<file path="config.mk">
export PLATFORM = sky130hd
export DESIGN_NAME = alu_exec
export DESIGN_NICKNAME = d
export VERILOG_FILES = /design/src/rtl/turtle_pkg.sv /design/src/rtl/alu_mul_seq.sv /design/src/rtl/alu_exec.sv
export SDC_FILE = /design/constraint.sdc
export NUM_CORES = 1
export LEC_CHECK = 0
export ABC_AREA = 1
export BUFFER_PORTS_ARGS = -buffer_cell sky130_fd_sc_hd__buf_4
export CORE_ASPECT_RATIO = 2
export CORE_UTILIZATION = 50
export CTS_CLUSTER_DIAMETER = 60
export DETAILED_ROUTE_END_ITERATION = 16
export PLACE_DENSITY = 0.75
export SLEW_MARGIN = 20
export SYNTH_ARGS = -nofsm -noshare
export SYNTH_HDL_FRONTEND = slang
export SYNTH_SLANG_ARGS = --single-unit
</file>
<file path="constraint.sdc">
create_clock -name clk -period 2.25 [get_ports clk]
set_input_delay 0.45 -clock clk [delete_from_list [all_inputs] [get_ports clk]]
set_output_delay 0.45 -clock clk [all_outputs]
set_load 0.02 [all_outputs]
</file>
<file path="src/rtl/turtle_pkg.sv">
// Shared TurtleMCU datapath definitions: opcodes, data width, execute FSM
// states and the register-file write-back predicate.
package turtle_pkg;

   localparam int unsigned WIDTH = 8;
   localparam int unsigned OPW   = 4;

   typedef enum logic [3:0] {
      OP_ADD = 4'd0,
      OP_SUB = 4'd1,
      OP_AND = 4'd2,
      OP_OR  = 4'd3,
      OP_XOR = 4'd4,
      OP_SHL = 4'd5,
      OP_SHR = 4'd6,
      OP_MUL = 4'd7,
      OP_ADC = 4'd8,
      OP_CMP = 4'd9,
      OP_MOV = 4'd10,
      OP_NOP = 4'd11
   } op_t;

   typedef enum logic [1:0] {
      ST_IDLE  = 2'd0,
      ST_SHIFT = 2'd1,
      ST_MUL   = 2'd2,
      ST_FIN   = 2'd3
   } state_t;

   // CMP only updates flags and NOP does nothing; every other op writes back.
   function automatic logic writes_rf(op_t op);
      return !(op == OP_CMP || op == OP_NOP);
   endfunction

endpackage

</file>
<file path="src/rtl/alu_mul_seq.sv">
// Sequential shift-add multiplier, one partial product per iteration.
// The load cycle performs the first iteration, so WIDTH iterations finish
// after load plus WIDTH-1 steps.
//   clk, rst_n : clock, synchronous active-low reset
//   load_i     : capture operands and run iteration 1
//   step_i     : run the next iteration
//   a_i, b_i   : multiplicand / multiplier
//   prod_o     : full 2*WIDTH product (valid when done_o)
//   done_o     : all iterations complete
module alu_mul_seq #(
   parameter int unsigned WIDTH = 8
) (
   input  logic               clk,
   input  logic               rst_n,
   input  logic               load_i,
   input  logic               step_i,
   input  logic [WIDTH-1:0]   a_i,
   input  logic [WIDTH-1:0]   b_i,
   output logic [2*WIDTH-1:0] prod_o,
   output logic               done_o
);

   localparam int unsigned CNT_W = $clog2(WIDTH + 1);

   logic [WIDTH-1:0]   mcand_q, mcand_d;
   logic [2*WIDTH-1:0] prod_q, prod_d;
   logic [CNT_W-1:0]   cnt_q, cnt_d;

   // One iteration: add multiplicand into the upper half if the current
   // multiplier LSB is set, then shift the whole accumulator right.
   function automatic logic [2*WIDTH-1:0] iter(input logic [2*WIDTH-1:0] p,
                                                input logic [WIDTH-1:0]   m);
      logic [WIDTH:0] s;
      s = {1'b0, p[2*WIDTH-1:WIDTH]} + (p[0] ? {1'b0, m} : {(WIDTH+1){1'b0}});
      return {s, p[WIDTH-1:1]};
   endfunction

   // Next-state for operand, accumulator and iteration count.
   always_comb begin
      mcand_d = mcand_q;
      prod_d  = prod_q;
      cnt_d   = cnt_q;
      if (load_i) begin
         mcand_d = a_i;
         prod_d  = iter({{WIDTH{1'b0}}, b_i}, a_i);
         cnt_d   = CNT_W'(1);
      end else if (step_i) begin
         prod_d  = iter(prod_q, mcand_q);
         cnt_d   = cnt_q + CNT_W'(1);
      end
   end

   always_ff @(posedge clk) begin
      if (!rst_n) begin
         mcand_q <= '0;
         prod_q  <= '0;
         cnt_q   <= '0;
      end else begin
         mcand_q <= mcand_d;
         prod_q  <= prod_d;
         cnt_q   <= cnt_d;
      end
   end

   assign prod_o = prod_q;
   assign done_o = (cnt_q == CNT_W'(WIDTH));

endmodule

</file>
<file path="src/rtl/alu_exec.sv">
// TurtleMCU execute stage: single-cycle ALU ops, iterative shifts and
// multiply under a start/busy/done handshake, plus Z/C/N status flags.
//   clk, rst_n        : clock, synchronous active-low reset
//   start, op, a, b   : op request; accepted in IDLE or FIN
//   busy              : multi-cycle op in flight (SHIFT/MUL)
//   done              : one-cycle pulse, result/flags valid
//   result, wb_en     : register-file write data and strobe
//   flag_z/c/n        : status flags
module alu_exec
   import turtle_pkg::*;
#(
   parameter int unsigned WIDTH = turtle_pkg::WIDTH,
   parameter int unsigned OPW   = turtle_pkg::OPW
) (
   input  logic             clk,
   input  logic             rst_n,
   input  logic             start,
   input  logic [OPW-1:0]   op,
   input  logic [WIDTH-1:0] a,
   input  logic [WIDTH-1:0] b,
   output logic             busy,
   output logic             done,
   output logic [WIDTH-1:0] result,
   output logic             wb_en,
   output logic             flag_z,
   output logic             flag_c,
   output logic             flag_n
);

   state_t           state_q;
   logic             busy_q, done_q, wb_en_q;
   logic [WIDTH-1:0] result_q;
   logic             flag_z_q, flag_c_q, flag_n_q;
   logic [WIDTH-1:0] sh_q;
   logic [2:0]       sh_cnt_q;
   logic             sh_dir_q;

   op_t              op_c;
   logic [WIDTH-1:0] res_d;
   logic             c_d;
   logic [WIDTH:0]   ext;
   logic [WIDTH:0]   a_x, b_x;
   logic             is_mul, is_shift, accept;
   logic [WIDTH-1:0] sh_nxt;
   logic             sh_out;
   logic             mul_load, mul_step, mul_done;
   logic [2*WIDTH-1:0] mul_prod;

   // Opcodes 11..15 all behave as NOP.
   always_comb begin
      op_c = OP_NOP;
      if (4'(op) <= 4'(OP_MOV)) op_c = op_t'(4'(op));
   end

   // Single-cycle datapath; shifts by zero pass a through.
   always_comb begin
      a_x   = {1'b0, a};
      b_x   = {1'b0, b};
      ext   = '0;
      res_d = result_q;
      c_d   = flag_c_q;
      case (op_c)
         OP_ADD: begin
            ext   = a_x + b_x;
            res_d = ext[WIDTH-1:0];
            c_d   = ext[WIDTH];
         end
         OP_SUB, OP_CMP: begin
            ext   = a_x - b_x;
            res_d = ext[WIDTH-1:0];
            c_d   = ext[WIDTH];
         end
         OP_ADC: begin
            ext   = a_x + b_x + {{WIDTH{1'b0}}, flag_c_q};
            res_d = ext[WIDTH-1:0];
            c_d   = ext[WIDTH];
         end
         OP_AND:         res_d = a & b;
         OP_OR:          res_d = a | b;
         OP_XOR:         res_d = a ^ b;
         OP_SHL, OP_SHR: res_d = a;
         OP_MOV:         res_d = b;
         default:        ;
      endcase
   end

   assign is_mul   = (op_c == OP_MUL);
   assign is_shift = (op_c == OP_SHL || op_c == OP_SHR) && (b[2:0] != 3'd0);
   assign accept   = start && (state_q == ST_IDLE || state_q == ST_FIN);

   // One-bit shift step; sh_out is the bit leaving the register.
   assign sh_nxt = sh_dir_q ? {1'b0, sh_q[WIDTH-1:1]} : {sh_q[WIDTH-2:0], 1'b0};
   assign sh_out = sh_dir_q ? sh_q[0] : sh_q[WIDTH-1];

   assign mul_load = accept && is_mul;
   assign mul_step = (state_q == ST_MUL) && !mul_done;

   alu_mul_seq #(.WIDTH(WIDTH)) u_mul (
      .clk    (clk),
      .rst_n  (rst_n),
      .load_i (mul_load),
      .step_i (mul_step),
      .a_i    (a),
      .b_i    (b),
      .prod_o (mul_prod),
      .done_o (mul_done)
   );

   // Execute FSM with registered handshake, result and flags.
   always_ff @(posedge clk) begin
      if (!rst_n) begin
         state_q  <= ST_IDLE;
         busy_q   <= 1'b0;
         done_q   <= 1'b0;
         wb_en_q  <= 1'b0;
         result_q <= '0;
         flag_z_q <= 1'b0;
         flag_c_q <= 1'b0;
         flag_n_q <= 1'b0;
         sh_q     <= '0;
         sh_cnt_q <= '0;
         sh_dir_q <= 1'b0;
      end else begin
         done_q  <= 1'b0;
         wb_en_q <= 1'b0;
         case (state_q)
            ST_IDLE, ST_FIN: begin
               state_q <= ST_IDLE;
               if (start) begin
                  if (is_mul) begin
                     busy_q  <= 1'b1;
                     state_q <= ST_MUL;
                  end else if (is_shift) begin
                     sh_q     <= a;
                     sh_cnt_q <= b[2:0];
                     sh_dir_q <= (op_c == OP_SHR);
                     busy_q   <= 1'b1;
                     state_q  <= ST_SHIFT;
                  end else begin
                     state_q <= ST_FIN;
                     done_q  <= 1'b1;
                     wb_en_q <= writes_rf(op_c);
                     if (op_c != OP_NOP) begin
                        if (op_c != OP_CMP) result_q <= res_d;
                        flag_z_q <= (res_d == '0);
                        flag_n_q <= res_d[WIDTH-1];
                        flag_c_q <= c_d;
                     end
                  end
               end
            end
            ST_SHIFT: begin
               if (sh_cnt_q == 3'd1) begin
                  result_q <= sh_nxt;
                  flag_z_q <= (sh_nxt == '0);
                  flag_n_q <= sh_nxt[WIDTH-1];
                  flag_c_q <= sh_out;
                  busy_q   <= 1'b0;
                  done_q   <= 1'b1;
                  wb_en_q  <= 1'b1;
                  state_q  <= ST_FIN;
               end else begin
                  sh_q     <= sh_nxt;
                  sh_cnt_q <= sh_cnt_q - 3'd1;
               end
            end
            ST_MUL: begin
               if (mul_done) begin
                  result_q <= mul_prod[WIDTH-1:0];
                  flag_z_q <= (mul_prod[WIDTH-1:0] == '0);
                  flag_n_q <= mul_prod[WIDTH-1];
                  flag_c_q <= |mul_prod[2*WIDTH-1:WIDTH];
                  busy_q   <= 1'b0;
                  done_q   <= 1'b1;
                  wb_en_q  <= 1'b1;
                  state_q  <= ST_FIN;
               end
            end
            default: state_q <= ST_IDLE;
         endcase
      end
   end

   assign busy   = busy_q;
   assign done   = done_q;
   assign wb_en  = wb_en_q;
   assign result = result_q;
   assign flag_z = flag_z_q;
   assign flag_c = flag_c_q;
   assign flag_n = flag_n_q;

endmodule
</file>
== After elaboration in Yosys (flattened, before gate mapping) ==
Index checks and enable logic that the tools add are counted.
Word-level totals
  register bits after elaboration: 56
  input port bits: 23
  output and inout port bits: 14
  logic and storage cells: 157
Operators by class
  $add $sub $neg: 6
  magnitude comparators: 1
  equality and inequality tests: 29
  muxes and demuxes: 72
  bitwise operators: 5
  reduce and logical (&&, ||, !) cells: 29
Operators with widths (number)
  $mux W8: 14
  $pmux W8 S8: 1
  $mux W1: 34
  $mux W16: 2
  $logic_not A8 Y1: 3
  $pmux W8 S3: 1
  $pmux W1 S3: 7
  $eq A4 B4 Y1 const B: 5
  $ne A2 B2 Y1 const B: 9
  $eq A4 B3 Y1 const B: 4
  $pmux W8 S2: 1
  $reduce_and A7 Y1: 2
  $mux W3: 4
  $mux W2: 5
  $add A8 B8 Y9: 1
  $add A8 B9 Y9: 1
  $add A9 B1 Y9: 1
  $sub A8 B8 Y9: 1
  $and A8 B8 Y8: 1
  $eq A4 B2 Y1 const B: 2
  $ne A4 B4 Y1 const B: 2
  $or A8 B8 Y8: 1
  $reduce_and A4 Y1: 2
  $reduce_or A2 Y1: 4
  other kinds (25): 34

== Logic depth before layout (Yosys ltp) ==
  depth in word-level cells: 11
  gate-level depth with buffers: 19
  gate-level depth less buffers: 18

== Cells and area by module ==
From an unflattened synthesis, not the netlist that was laid out.
Second synthesis, totals
  cell total of the unflattened synthesis: 810
  area total of the unflattened synthesis: 5037.3 µm²
Modules (own cells, without submodules)
  alu_exec: instances 1, cells each 569, area each 3378.2 µm², sequential area each 560.5 µm²
  alu_mul_seq: instances 1, cells each 241, area each 1659.1 µm², sequential area each 560.5 µm²

== Worst setup path before layout ==
OpenSTA, ideal clock, no wires.
  kind: input-to-reg
  start point: input port b[0]
  end point: register flag_z_q (netlist: flag_z)
  library setup time: 0.064 ns
  arrival: 2.363 ns
  required time: 2.186 ns
  slack: -0.177 ns
  cell stages on the path: 17
  buffers on the path: 1
  cell sequence: clkbuf_1 -> inv_1 -> ha_1 -> ha_1 -> ha_1 -> inv_1 -> nor2_2 -> nand3_1 -> nor2_1 -> nand3_1 -> nand3_1 -> nand3_1 -> nand2_1 -> nand2_1 -> nor2_1 -> nor2_1 -> nor2_1
Between the ends
  word-level cells in the longest chain between the ends: 9
  elaborated cells on any way between the ends: 17
  classes of those cells: 3 x add/sub; 1 x eq/ne; 6 x mux; 3 x bitwise; 4 x reduce/logical
RTL lines
  start: declaration: line alu_exec.sv:20  | input logic [WIDTH-1:0] b,
  $add A8 B8 Y9: line alu_exec.sv:64, alu_exec.sv:74
  $add A9 B1 Y9: line alu_exec.sv:74  | ext = a_x + b_x + {{WIDTH{1'b0}}, flag_c_q};
  $pmux W8 S8: line alu_exec.sv:62  | case (op_c)
  $logic_not A8 Y1: line alu_exec.sv:145  | flag_z_q <= (res_d == '0);
  $mux W1: line alu_exec.sv:143  | if (op_c != OP_NOP) begin
  $mux W1: line alu_exec.sv:133  | end else if (is_shift) begin
  $mux W1: line alu_exec.sv:130  | if (is_mul) begin
  $mux W1: line alu_exec.sv:129  | if (start) begin
  $pmux W1 S3: line alu_exec.sv:126  | case (state_q)
  end signal: assignment: line alu_exec.sv:145
  end signal: assignment: line alu_exec.sv:155  | flag_z_q <= (sh_nxt == '0);
  end signal: assignment: line alu_exec.sv:170  | flag_z_q <= (mul_prod[WIDTH-1:0] == '0);
  end: declaration: line alu_exec.sv:33  | logic flag_z_q, flag_c_q, flag_n_q;
Several ways; a longest one is shown, not always the timed one. The select of a mux whose other input is x is not followed.
A chain may end at the register's enable or synchronous reset.

== Worst setup path in the final report ==
  start point: input port a[0]
  end point: register flag_z_q (netlist: flag_z)
Between the ends
  word-level cells in the longest chain between the ends: 9
  elaborated cells on any way between the ends: 13
  classes of those cells: 3 x add/sub; 6 x mux; 3 x bitwise; 1 x reduce/logical
RTL lines
  start: declaration: line alu_exec.sv:19  | input logic [WIDTH-1:0] a,
  $add A8 B8 Y9: line alu_exec.sv:64, alu_exec.sv:74
  $add A9 B1 Y9: line alu_exec.sv:74
  $pmux W8 S8 *: line alu_exec.sv:62
  $logic_not A8 Y1 *: line alu_exec.sv:145
  $mux W1 *: line alu_exec.sv:143
  $mux W1 *: line alu_exec.sv:133
  $mux W1 *: line alu_exec.sv:130
  $mux W1 *: line alu_exec.sv:129
  $pmux W1 S3 *: line alu_exec.sv:126
Mark *: on every way between the ends. The rest lies on a longest branch, timed or not. The select of a mux whose other input is x is not followed.

==> flow_summary.toml <==
[floorplanning]
die_x_um = 71.5
die_h_um = 141
io_pins = 37
rows = 50
die_area_um2 = 10100
coreArea_um2 = 9380
start_util = 0.514

[finish]
final_nets = 975
seq_area_um2 = 1120
area_delta_synth_final_pct = 31.4
fillers = 876
multi_input_area_um2 = 3380
drive_above_1_share = 0.260
antennaDiodeCount = 0

[sta]
max_freq_mhz = 443
fin_worst_skew_ns = 0.00969
slew_headroom = 0.699
rsz0062_at_grt = "true"
setup_ws_ns = -0.00558
slew_viol_final = 0
tightest_slew_ns = 0.451
setup_tns_ns = -0.00558
setup_viol = 1
period_needed_ns = 2.26
final_hold_viol_count = 0
period_share = 1.00

[flow_run]
drv_cap = 0

[cts]
insertion_delay_ns = 0.30
clock-sinks = 56
root_buffer = "clkbuf_16"
cts_buffers = 5
clk_pin_slew_ns = 0.08
ctsHtreeMaxLevel = 2
cts_buffer_depth = 2
cts_tree = "done"
hold_buffers = 0

[logic_synthesis]
synth_flop_cell = "dfxtp_1"
synthesis.area_um2 = 4830
synthCells = 795
synth_area_per_cell_um2 = 6.07
syn_nets = 861
ys_types = 37
ys_warn_count = 0
ys_seq_area_frac = 0.232
ys_async_sr_fraction = 0
synth-edff-count = 0
ys_ff_latch = 56

[grt]
track_usage = 0.391
antenna_found_initial = 0
grt_overflow = 0
grt_first_pass_wirelength_um = 29600
grt_start_max_net_pins = 37
grt_pass1_vias = 5949

[setup_path]
required_ns = 2.49
worstPathMaxFanout = 3
criticalPathCategory = "in2reg"
end_kind = "flop"
crit_path_start_kind = "input port"
crit_arrival_ns = 2.50

[route]
via_count = 5826
drt_iter0_markers = 364
via_per_inst = 5.75
first_pass_iters = 5
ant_nets = 0
drc = 0
wl_per_cell_um = 19.0
wl_um = 19300

[placement]
port_buffers = 36
place_ws_ns = -0.468
place_hpwl_um = 15600
gp_congestion = 0.985

[status]
failed_checks = "setup timing"
outcome = "finished, violations left"

[pwr]
max-vdd-ir-drop_uv = 869
power_density_nw_per_um2 = 864
p_leak_nw = 3.08

[min_path]
worst_hold_path_type = "reg2reg"
-- routing by layer --
metal | vias to the layer above | global-route usage | routed length [µm] | part of all wire
met4 | 0 | 0.335 | 2010 | 0.10
li1 | 2830 | - | - | -
met1 | 2655 | 0.344 | 6100 | 0.32
met3 | 105 | 0.0665 | 1010 | 0.052
met5 | - | 0 | 0 | 0
met2 | 236 | 0.736 | 10200 | 0.53
-- critical path: stages --
cell     delay (ns)
buf_8          0.08
ha_4           0.14
inv_4          0.04
fa_2           0.57
inv_2          0.06
ha_4           0.21
nand2_2        0.06
o21ai_2        0.05
nor2_2         0.13
nand3_2        0.11
nand2_1        0.08
nand2_1        0.05
nor2_1         0.13
nand3_2        0.10
nor2_1         0.10
nor2_1         0.05
nor2_1         0.09
-- per-stage QoR --
step | cells | area (µm²) | hold slack [ns] | total power, mW | util
after floorplan | 795 | 4860 | 0.441 | 3.22 | -
after CTS | 1011 | 6120 | 0.469 | 5.29 | 0.652
final | 1014 | 6340 | 0.468 | 5.48 | 0.676
after detailed placement | 997 | 5810 | 0.460 | 4.34 | 0.619
after global placement | 997 | 5810 | 0.450 | 4.27 | 0.619
after global routing | 1014 | 6340 | 0.494 | 5.81 | 0.676
-- synthesized netlist by cell type (10+ instances only) --
library cell | n | area [µm²]
or2_2 | 11 | 68.8
clkbuf_1 | 16 | 60.1
nor2_1 | 70 | 263
a21oi_1 | 64 | 320
o21ai_1 | 19 | 95.1
o22ai_1 | 10 | 62.6
inv_2 | 12 | 45.0
inv_1 | 115 | 432
o21ai_0 | 60 | 300
dfxtp_1 | 56 | 1120
nand2_1 | 178 | 668
nand4_1 | 18 | 113
nand3_1 | 65 | 325
buf_2 | 10 | 50.1
ha_1 | 40 | 500
-- state kept, by name (all words and copies together) (netlist names) --
signal         cells
u_mul.prod_o      16
result             8
sh_q               8
u_mul.mcand_q      8
u_mul.cnt_q        4
sh_cnt_q           3
state_q            2
busy               1
done               1
flag_c             1
flag_n             1
flag_z             1
sh_dir_q           1
wb_en              1
-- path summary, 6_finish.rpt --
check                   start               end  slack [ns]  cells past startpoint
max                      a[0]            flag_z      -0.006                     17
min          u_mul.mcand_q[7]  u_mul.mcand_q[7]        0.47                      2
min reg2reg  u_mul.mcand_q[7]  u_mul.mcand_q[7]        0.47                      2
max reg2reg   u_mul.prod_o[0]  u_mul.prod_o[15]        0.10                     17
-- layout make-up --
class                      instances  share of cell area
clock buffer                       5              0.0197
multi-input combinational        583               0.533
timing repair buffer             134               0.164
sequential                        56               0.177
clock inverter                     3             0.00749
inverter                         129              0.0779
tap                              104              0.0205
-- cells in the final DEF (no fill, tap or decap), types with 6 or more instances in the layout --
cell | netlist | layout
nand2_1 | 178 | 165
buf_4 | 1 | 127
inv_1 | 115 | 108
nor2_1 | 70 | 61
a21oi_1 | 64 | 61
o21ai_0 | 60 | 56
dfxtp_1 | 56 | 54
nand3_1 | 65 | 53
ha_1 | 40 | 31
o21ai_1 | 19 | 21
nand4_1 | 18 | 18
inv_2 | 12 | 17
nand2_2 | 1 | 13
nand3_2 | 0 | 12
or2_2 | 11 | 10
o22ai_1 | 10 | 10
nor2_2 | 2 | 6
a31oi_1 | 6 | 6
nor2_4 | 1 | 6
ha_4 | 0 | 6
-- power breakdown --
group          total [mW]  switching, mW  internal, mW
registers            1.42          0.179          1.24
logic                3.15           1.97          1.17
clock network       0.915          0.385         0.530
total                5.48           2.54          2.94
-- cell families after synthesis --
group,Yosys count,synth area share
adders and majority gates,43,0.116
DFF,56,0.232
xor gates and xnor gates,2,0.00363
buffers and inverters,156,0.125
and+or+nand+nor,361,0.322
AOI/OAI and AO/OA,177,0.201
-- timing repair --
action                     CTS  global route
pin swaps                   16            38
hold endpoints to repair     0             0
buffers inserted             6             3
setup endpoints to repair    6            17
resized for setup           26            55
Power figures use the tool's default switching activity.
